==> src/rtl/cpu_pkg.sv <==
// cpu_pkg: opcode/funct3 constants, redirect state enum and NOP shared by the branch unit
package cpu_pkg;
    localparam logic [6:0] OP_JAL    = 7'b1101111;
    localparam logic [6:0] OP_JALR   = 7'b1100111;
    localparam logic [6:0] OP_BRANCH = 7'b1100011;
    localparam logic [2:0] F3_BEQ  = 3'b000;
    localparam logic [2:0] F3_BNE  = 3'b001;
    localparam logic [2:0] F3_BLT  = 3'b100;
    localparam logic [2:0] F3_BGE  = 3'b101;
    localparam logic [2:0] F3_BLTU = 3'b110;
    localparam logic [2:0] F3_BGEU = 3'b111;
    localparam logic [31:0] NOP = 32'h0000_0013;
    typedef enum logic {RUN, SQUASH} state_e;
endpackage

==> src/rtl/branch_redirect_if.sv <==
// branch_redirect_if: fetch/regfile inputs, fetch redirect and decode outputs; misalign exists with MISALIGN_TRAP_EN
interface branch_redirect_if;
    logic [31:0] instruction, PC, rs1_data, rs2_data;
    logic        npc_control;
    logic [31:0] branch_pc;
    logic        id_valid;
    logic [31:0] id_instruction, id_PC;
`ifdef MISALIGN_TRAP_EN
    logic        misalign;
    modport slave (input instruction, PC, rs1_data, rs2_data,
                   output npc_control, branch_pc, id_valid, id_instruction, id_PC, misalign);
    modport master (output instruction, PC, rs1_data, rs2_data,
                    input npc_control, branch_pc, id_valid, id_instruction, id_PC, misalign);
`else
    modport slave (input instruction, PC, rs1_data, rs2_data,
                   output npc_control, branch_pc, id_valid, id_instruction, id_PC);
    modport master (output instruction, PC, rs1_data, rs2_data,
                    input npc_control, branch_pc, id_valid, id_instruction, id_PC);
`endif
endinterface

==> src/rtl/branch_cmp.sv <==
// branch_cmp: combinational RV32I jump/branch resolution (taken flag and target address)
module branch_cmp
    import cpu_pkg::*;
(
    input  logic [31:0] instruction,
    input  logic [31:0] PC,
    input  logic [31:0] rs1_data,
    input  logic [31:0] rs2_data,
    output logic        taken,
    output logic [31:0] target
);
    logic [6:0]  op;
    logic [2:0]  f3;
    logic [31:0] imm_j, imm_i, imm_b;
    logic        eq, lt, ltu, cond;
    always_comb begin
        op    = instruction[6:0];
        f3    = instruction[14:12];
        imm_j = {{12{instruction[31]}}, instruction[19:12], instruction[20], instruction[30:21], 1'b0};
        imm_i = {{20{instruction[31]}}, instruction[31:20]};
        imm_b = {{20{instruction[31]}}, instruction[7], instruction[30:25], instruction[11:8], 1'b0};
        eq    = rs1_data == rs2_data;
        lt    = $signed(rs1_data) < $signed(rs2_data);
        ltu   = rs1_data < rs2_data;
        cond  = f3 == F3_BEQ  ? eq   :
                f3 == F3_BNE  ? !eq  :
                f3 == F3_BLT  ? lt   :
                f3 == F3_BGE  ? !lt  :
                f3 == F3_BLTU ? ltu  :
                f3 == F3_BGEU ? !ltu : 1'b0;
        taken  = op == OP_JAL || op == OP_JALR || (op == OP_BRANCH && cond);
        target = op == OP_JALR ? (rs1_data + imm_i) & ~32'h1 : PC + (op == OP_JAL ? imm_j : imm_b);
    end
endmodule

==> src/rtl/branch_redirect.sv <==
// branch_redirect: registered fetch redirect plus wrong-path squash; MISALIGN_TRAP_EN traps misaligned targets
module branch_redirect
    import cpu_pkg::*;
#(
    parameter int          SQUASH_CYCLES = 1,
    parameter logic [31:0] TRAP_VECTOR   = 32'h0000_0100
)(
    input logic        clk,
    input logic        rst,
    branch_redirect_if.slave bus
);
    state_e      state_q, state_d;
    logic [2:0]  cnt_q, cnt_d;
    logic        npc_control_q, npc_control_d;
    logic [31:0] branch_pc_q, branch_pc_d;
    logic        id_valid_q, id_valid_d;
    logic [31:0] id_instruction_q, id_instruction_d;
    logic [31:0] id_PC_q, id_PC_d;
    logic        taken, run, go;
    logic [31:0] target, dest;

    branch_cmp u_cmp (
        .instruction(bus.instruction),
        .PC(bus.PC),
        .rs1_data(bus.rs1_data),
        .rs2_data(bus.rs2_data),
        .taken(taken),
        .target(target)
    );

    always_comb begin
        run              = state_q == RUN;
        go               = run && taken;
        state_d          = go ? SQUASH : (!run && cnt_q == 3'd1) ? RUN : state_q;
        cnt_d            = go ? 3'(SQUASH_CYCLES) : run ? cnt_q : cnt_q - 3'd1;
        npc_control_d    = go;
        branch_pc_d      = go ? dest : branch_pc_q;
        id_valid_d       = run;
        id_instruction_d = bus.instruction;
        id_PC_d          = bus.PC;
    end

    always_ff @(posedge clk) begin
        if (rst) begin
            state_q          <= RUN;
            cnt_q            <= 3'd0;
            npc_control_q    <= 1'b0;
            branch_pc_q      <= 32'h0;
            id_valid_q       <= 1'b0;
            id_instruction_q <= NOP;
            id_PC_q          <= 32'h0;
        end else begin
            state_q          <= state_d;
            cnt_q            <= cnt_d;
            npc_control_q    <= npc_control_d;
            branch_pc_q      <= branch_pc_d;
            id_valid_q       <= id_valid_d;
            id_instruction_q <= id_instruction_d;
            id_PC_q          <= id_PC_d;
        end
    end

`ifdef MISALIGN_TRAP_EN
    logic misalign_q, misalign_d;
    always_comb begin
        misalign_d = go && target[1:0] != 2'b00;
        dest       = misalign_d ? TRAP_VECTOR : target;
    end
    always_ff @(posedge clk) misalign_q <= rst ? 1'b0 : misalign_d;
    assign bus.misalign = misalign_q;
`else
    assign dest = target;
`endif

    assign bus.npc_control    = npc_control_q;
    assign bus.branch_pc      = branch_pc_q;
    assign bus.id_valid       = id_valid_q;
    assign bus.id_instruction = id_instruction_q;
    assign bus.id_PC          = id_PC_q;
endmodule

==> src/flat_wrapper.sv <==
// flat-port wrapper written by rule: the top's interface ports become plain ports
module branch_redirect_flat import cpu_pkg::*;
#(
    parameter int          SQUASH_CYCLES = 1,
    parameter logic [31:0] TRAP_VECTOR   = 32'h0000_0100
)
  (clk, rst, bus_instruction, bus_PC, bus_rs1_data, bus_rs2_data, bus_npc_control, bus_branch_pc, bus_id_valid, bus_id_instruction, bus_id_PC);
  branch_redirect_if bus_i ();
  input logic clk;
  input logic rst;
  input wire logic [$bits(bus_i.instruction)-1:0] bus_instruction;
  input wire logic [$bits(bus_i.PC)-1:0] bus_PC;
  input wire logic [$bits(bus_i.rs1_data)-1:0] bus_rs1_data;
  input wire logic [$bits(bus_i.rs2_data)-1:0] bus_rs2_data;
  output wire logic [$bits(bus_i.npc_control)-1:0] bus_npc_control;
  output wire logic [$bits(bus_i.branch_pc)-1:0] bus_branch_pc;
  output wire logic [$bits(bus_i.id_valid)-1:0] bus_id_valid;
  output wire logic [$bits(bus_i.id_instruction)-1:0] bus_id_instruction;
  output wire logic [$bits(bus_i.id_PC)-1:0] bus_id_PC;
  assign bus_i.instruction = bus_instruction;
  assign bus_i.PC = bus_PC;
  assign bus_i.rs1_data = bus_rs1_data;
  assign bus_i.rs2_data = bus_rs2_data;
  assign bus_npc_control = bus_i.npc_control;
  assign bus_branch_pc = bus_i.branch_pc;
  assign bus_id_valid = bus_i.id_valid;
  assign bus_id_instruction = bus_i.id_instruction;
  assign bus_id_PC = bus_i.id_PC;
  branch_redirect #(.SQUASH_CYCLES(SQUASH_CYCLES), .TRAP_VECTOR(TRAP_VECTOR)) u_core (.clk(clk), .rst(rst), .bus(bus_i));
endmodule
==> config.mk <==
export PLATFORM = sky130hd
export DESIGN_NAME = branch_redirect_flat
export DESIGN_NICKNAME = d
export VERILOG_FILES = /design/src/rtl/cpu_pkg.sv /design/src/rtl/branch_redirect_if.sv /design/src/rtl/branch_cmp.sv /design/src/rtl/branch_redirect.sv /design/src/flat_wrapper.sv
export SDC_FILE = /design/constraint.sdc
export NUM_CORES = 1
export LEC_CHECK = 0
export BUFFER_PORTS_ARGS = -buffer_cell sky130_fd_sc_hd__clkbuf_2
export CAP_MARGIN = 30
export CORE_MARGIN = 1
export CORE_UTILIZATION = 35
export CTS_BUF_LIST = sky130_fd_sc_hd__clkbuf_8 sky130_fd_sc_hd__clkbuf_16
export CTS_CLUSTER_DIAMETER = 100
export DETAILED_ROUTE_END_ITERATION = 10
export SYNTH_ARGS = -nofsm -noshare
export SYNTH_HDL_FRONTEND = slang
export SYNTH_SLANG_ARGS = --single-unit
==> constraint.sdc <==
create_clock -name clk -period 4.9 [get_ports clk]
set_input_delay 0.245 -clock clk [delete_from_list [all_inputs] [get_ports clk]]
set_output_delay 0.245 -clock clk [all_outputs]
set_load 0.05 [all_outputs]
==> results_dict.tcl, run 1 <==
set metrics [dict create \
    setup_violations 0 \
    dr.first_iter.drc_count 304 \
    tightestPinTransition_ns 0.849 \
    dp_cells 1381 \
    avgSynthCellArea_um2 8.09 \
    max_cap_viol_count 0 \
    skew_ns 0.00869 \
    portBuffers 227 \
    hold_viol_final 0 \
    cts_resized 0 \
    leakagePower_nw 4.34 \
    die_area_um2 21500 \
    start_kind "input port" \
    area_growth_pct 23.2 \
    worstPathRequired_ns 5.20 \
    core_um2 20400 \
    hold_buffers 0 \
    maxUsedRoutingLayer "met4" \
    root_buffer "clkbuf_16" \
    h-tree-depth 3 \
    final_cell_area_um2 9030 \
    wl_mm 21.5 \
    tns_ns 0 \
    met2_length_mm 9.49 \
    num_rows 52 \
    synth-edff-count 0 \
    post-cts-setup-buffers 0 \
    clock_sinks 102 \
    via_count 6930 \
    die_h_um 147 \
    critPathArrivalTime_ns 4.03 \
    p_per_area_nw_per_um2 266 \
    grt_overflow 0 \
    wl_met1_mm 10.7 \
    rsz0062_at_grt "false" \
    period_share 0.761 \
    synth.distinct_cells 70 \
    grt_pass1_wl_mm 33.8 \
    clock.fmax_mhz 268 \
    fp.dieW_um 147 \
    crit_fanout 6 \
    cts_tree "built" \
    ys.flop_type "dfxtp_1" \
    async_flop_share 0 \
    min_period_ns 3.73 \
    synth-seq-area-share 0.279 \
    outcome "completed" \
    antenna_found_initial 0 \
    drt_pass1_iterations 5 \
    drc 0 \
    seq_power_share 0.363 \
    synth_cells 906 \
    start_util 0.360 \
    placed_area_um2 8740 \
    critical_path_class "input port to register" \
    hp-class "input port to register" \
    slew_viol_final 0 \
    grt_use_total 0.200 \
    dp_hpwl_mm 17.6 \
    synth_area_um2 7330 \
    pwr-share-clk 0.301 \
    postRouteAntennaNets 0 \
    via_per_inst 4.96 \
    p_int_mw 1.56 \
    wl_per_cell_um 15.4 \
    ys_ff_latch 102 \
    grt_pass1_vias 6445 \
    switching_power_mw 0.844 \
    hold-worst-slack_ns 0.0943 \
    io_pins 228 \
    clkTransAtPathRegs_ns 0.07 \
    insertedDiodeCount 0 \
    worstSkewPairLatency_ns 0.36 \
    switching_share 0.352 \
    cts.path.max_buffers 2 \
    met3_length_um 913 \
    worst_setup_path_end_kind "register" \
    yosysWarnings 0 \
    cts_buffers 9 \
    routabilityCongestion 0.892 \
    ir_drop_mv 0.161 \
    nets 1348 \
    combPwrFrac 0.336 \
    synth_fp_nets 1132 \
    drive_above_1_share 0.249 \
    grt_max_degree 71 \
    fin_cells 1397 \
    relSlewSlack 0.434 \
]
## sequential cells by signal, summed over array words and instances, names as in the netlist
signal	count
u_core.state_q	1
u_core.cnt_q	3
u_core.bus.npc_control	1
u_core.bus.branch_pc	32
u_core.bus.id_PC	32
u_core.bus.id_valid	1
u_core.bus.id_instruction	32
## layer usage
| layer | track usage | vias to the layer above |
|---|---|---|
| li1 | - | 3647 |
| met1 | 0.278 | 3089 |
| met2 | 0.316 | 175 |
| met3 | 0.0273 | 19 |
| met4 | 0.0698 | 0 |
| met5 | 0 | - |
## kinds of logic (layout without fill, tap and decap cells)
| kind of cell | Yosys count | count (layout) | share of synthesized area |
|---|---|---|---|
| buffers and inverters | 82 | 303 | 0.0435 |
| AND/OR/NAND/NOR | 309 | 309 | 0.210 |
| adder cells (fa/ha/maj) | 96 | 96 | 0.166 |
| XOR/XNOR | 54 | 54 | 0.0645 |
| flip-flops | 102 | 102 | 0.279 |
| AO/OA/AOI/OAI | 255 | 255 | 0.225 |
| multiplexers | 8 | 8 | 0.0119 |
## per-stage QoR
| step | utilization | worst slack (ns) | total power [mW] |
|---|---|---|---|
| 3_3_place_gp | 0.429 | 0.913 | 1.69 |
| 4_1_cts | 0.444 | 1.19 | 2.41 |
| 6_report | 0.444 | 1.17 | 2.40 |
| 5_1_grt | 0.444 | 0.820 | 2.54 |
| 2_1_floorplan | - | 1.35 | 1.47 |
| 3_5_place_dp | 0.429 | 0.834 | 1.69 |
## layout make-up
class | count | area, um2
Multi-Input combinational cell | 722 | 4970
Tap cell | 270 | 338
Sequential cell | 102 | 2040
Clock inverter | 4 | 27.5
Inverter | 53 | 199
Timing Repair Buffer | 234 | 1190
Clock buffer | 12 | 267
Fill cell | 2110 | 11300
## critical path, cell delays in order
cell and delay [ns]:
clkbuf_2 0.09, nand4_1 0.12, nor2_1 0.13, and3_1 0.35, mux2_2 0.38, ha_1 0.22, fa_1 0.44, a211oi_1 0.36
o21ai_0 0.15, nand2_1 0.11, a31o_2 0.18, nand2_1 0.10, a31oi_1 0.32, o21ai_0 0.17, xnor2_1 0.17, a2111o_1 0.41
nand3_1 0.08
## power groups by stage
stage | Sequential, mW | Clock, mW | Combinational (mW)
floorplan | 1.00 | 0 | 0.466
global placement | 0.890 | 0 | 0.801
detailed placement | 0.891 | 0 | 0.802
CTS | 0.871 | 0.735 | 0.807
global route | 0.874 | 0.769 | 0.892
finish | 0.871 | 0.721 | 0.807
## Yosys cell counts (all sizes together), types with 6 or more instances
cell type / number / area [um2]
a2111oi: 6 / 78.8
nand3: 13 / 65.1
nor2: 61 / 234
nand2: 95 / 357
buf: 7 / 35.0
inv: 53 / 199
ha: 94 / 1180
xnor2: 29 / 254
mux2: 6 / 67.6
a31oi: 6 / 37.5
nand4: 20 / 125
nand2b: 8 / 50.1
and2: 7 / 43.8
dfxtp: 102 / 2040
o31ai: 7 / 66.3
nor2b: 67 / 419
o21ai: 76 / 380
nor3: 11 / 65.1
a21oi: 81 / 420
a211oi: 8 / 60.1
xor2: 25 / 219
o211ai: 10 / 80.1
or2: 9 / 56.3
clkbuf: 22 / 85.1
a21o: 21 / 158
## layout by cell type (no fill, tap or decap), types with 4 or more instances in the layout
cell type and instances:
clkbuf_2 227, dfxtp_1 102, nand2_1 95, ha_1 94, a21oi_1 77, o21ai_0 73
nor2b_1 67, nor2_1 58, inv_1 53, xnor2_1 29, xor2_1 25, a21o_1 21
nand4_1 20, nand3_1 13, o211ai_1 9, nor3_1 9, clkbuf_16 9, nand2b_1 8
a211oi_1 8, and2_1 7, or2_2 7, buf_4 7, mux2_2 6, o31ai_1 6
a31oi_1 6, and3_1 5, or3_1 5, o21bai_1 5, a21oi_2 4, a22oi_1 4
## worst paths after layout
kind                                start                           end  slack [ns]  depth (start not counted)
setup / recovery       bus_instruction[1]      u_core.bus.branch_pc[31]        1.17                         17
hold / removal         bus_instruction[0]  u_core.bus.id_instruction[0]        0.09                          2
setup reg to reg           u_core.state_q      u_core.bus.branch_pc[29]        3.22                          5
hold reg to reg   u_core.bus.branch_pc[0]       u_core.bus.branch_pc[0]        0.45                          2
No activity file was read; power rests on OpenSTA's default activity.
==> inputs of run 2 (changes only) <==
clock period = 3.3 ns   (was 4.9 ns; I/O delays follow)
==> run 2 against run 1 <==
Compared with the run above:
- register-to-register slack lost 1.6 ns
- design area grew 6.1%
- via count grew 4.0%
- core utilization grew 2.7 points
- final cell count grew 4.2%
- critical path depth is the same
- setup slack lost 0.94 ns
- global-route usage grew 0.28 points
- worst hold slack lost 0.082 ns
- sequential cell count is the same
==> results_dict.tcl, run 2 (synthesis gave the netlist of run 1 again) <==
set metrics [dict create \
    grt_util_met3 0.0283 \
    cts_buffers 9 \
    antenna_found_initial 0 \
    crit_fanout 3 \
    skew_ns 0.00417 \
    period_share 0.930 \
    grt_max_degree 70 \
    drt_pass1_iterations 5 \
    portBuffers 227 \
    worstPathRequired_ns 3.55 \
    leakagePower_nw 4.64 \
    num_rows 52 \
    switching_power_mw 1.31 \
    drc 0 \
    io_pins 228 \
    switching_share 0.352 \
    tightestPinTransition_ns 0.696 \
    slowest_stage "fa_2" \
    combPwrFrac 0.349 \
    h-tree-depth 3 \
    setup_violations 0 \
    final_core_util 0.471 \
    hold_buffers 0 \
    mostFrequentLayoutCell "clkbuf_2" \
    die_h_um 147 \
    slew_viol_final 0 \
    slowest_delay_ns 0.39 \
    pwr-share-clk 0.303 \
    dr.first_iter.drc_count 313 \
    hold-worst-slack_ns 0.0123 \
    via_count 7207 \
    hp-class "input port to register" \
    grt_pass1_wl_mm 34.6 \
    cts.path.max_buffers 2 \
    clkTransAtPathRegs_ns 0.08 \
    grt_use_total 0.203 \
    nets 1407 \
    busiest_layer "met2" \
    start_util 0.360 \
    ir_drop_mv 0.206 \
    fp.dieW_um 147 \
    clock.fmax_mhz 326 \
    insertedDiodeCount 0 \
    via_per_inst 4.95 \
    relSlewSlack 0.536 \
    seq_power_share 0.348 \
    wl_mm 22.0 \
    clock_sinks 102 \
    min_period_ns 3.07 \
    use_met1 0.283 \
    drive_above_1_share 0.298 \
    start_kind "input port" \
    routabilityCongestion 0.887 \
    die_area_um2 21500 \
    wl_per_cell_um 15.1 \
    grt_util_met2 0.328 \
    core_um2 20400 \
    finalPower_mw 3.72 \
    area_growth_pct 30.8 \
    max_cap_viol_count 0 \
    final_cell_mix "clkbuf_2, dfxtp_1, nand2_1" \
    worstSkewPairLatency_ns 0.36 \
    root_buffer "clkbuf_16" \
    worst_setup_path_end_kind "register" \
    crit_top_cell "nor2_2" \
    critical_path_class "input port to register" \
    hold_viol_final 0 \
    dp_hpwl_mm 18.3 \
    outcome "completed" \
    grt_pass1_vias 6728 \
    p_int_mw 2.41 \
    postRouteAntennaNets 0 \
    critPathArrivalTime_ns 3.32 \
    cts_tree "built" \
    crit_chain "clkbuf_2 > nand4_1 > nor2_2 > and3_4 > mux2_2 > ha_2 > fa_2 > a211oi_4 > o21ai_1 > a21o_1 > a21oi_2 > nor2_1 > o31a_1 > nor2_2 > xor2_1 > nand2_1 > a32o_1" \
    p_per_area_nw_per_um2 388 \
    grt_overflow 0 \
]
[run 2: power groups by stage]
stage               Combinational [mW]  Sequential [mW]  Clock (mW)
detailed placement                1.27             1.32           0
global placement                  1.27             1.32           0
global route                      1.43             1.30        1.21
CTS                               1.28             1.29        1.16
finish                            1.30             1.29        1.13
floorplan                        0.695             1.49           0
[run 2: metrics by stage]
stage                     area [um2]  cells  setup slack (ns)  setup TNS [ns]
after floorplan                 7340    906           0.00483               0
after global placement          9200   1439            -0.188           -1.15
after detailed placement        9200   1439            -0.283           -2.00
after CTS                       9510   1455            0.0764               0
after global routing            9590   1456          -0.00855        -0.00855
final                           9590   1456             0.229               0
[run 2: cell type report]
class	instances	area [um2]
inverter	53	199
sequential	102	2040
clock buffer	9	225
clock inverter	7	86.3
multi-input combinational	722	5050
tap	270	338
timing repair buffer	293	1640
fill	2043	10800
[run 2: critical path, delay by kind of cell]
kind            cells  cell delay, ns
buf+inv             1            0.09
mux                 1            0.34
fa+ha+maj           2            0.58
simple gates        6            0.73
compound gates      6            1.26
xor+xnor            1            0.16
[run 2: layer usage]
layer	share of wire	wire length (um)
met5	0	0
met4	0.011	238
met3	0.051	1120
met2	0.45	9900
met1	0.49	10700
[run 2: what timing repair did]
item / in CTS / in global routing
setup endpoints to repair: 0 / 12
buffers inserted: 0 / 1
resized for setup: 0 / 20
[run 2: worst paths after layout]
path                                   to               startpoint  slack [ns]  cells after the start
min reg2reg       u_core.bus.branch_pc[0]  u_core.bus.branch_pc[0]        0.46                      2
min          u_core.bus.id_instruction[1]       bus_instruction[1]        0.01                      2
max reg2reg      u_core.bus.branch_pc[31]           u_core.state_q        1.66                      5
max              u_core.bus.branch_pc[13]       bus_instruction[1]        0.23                     17
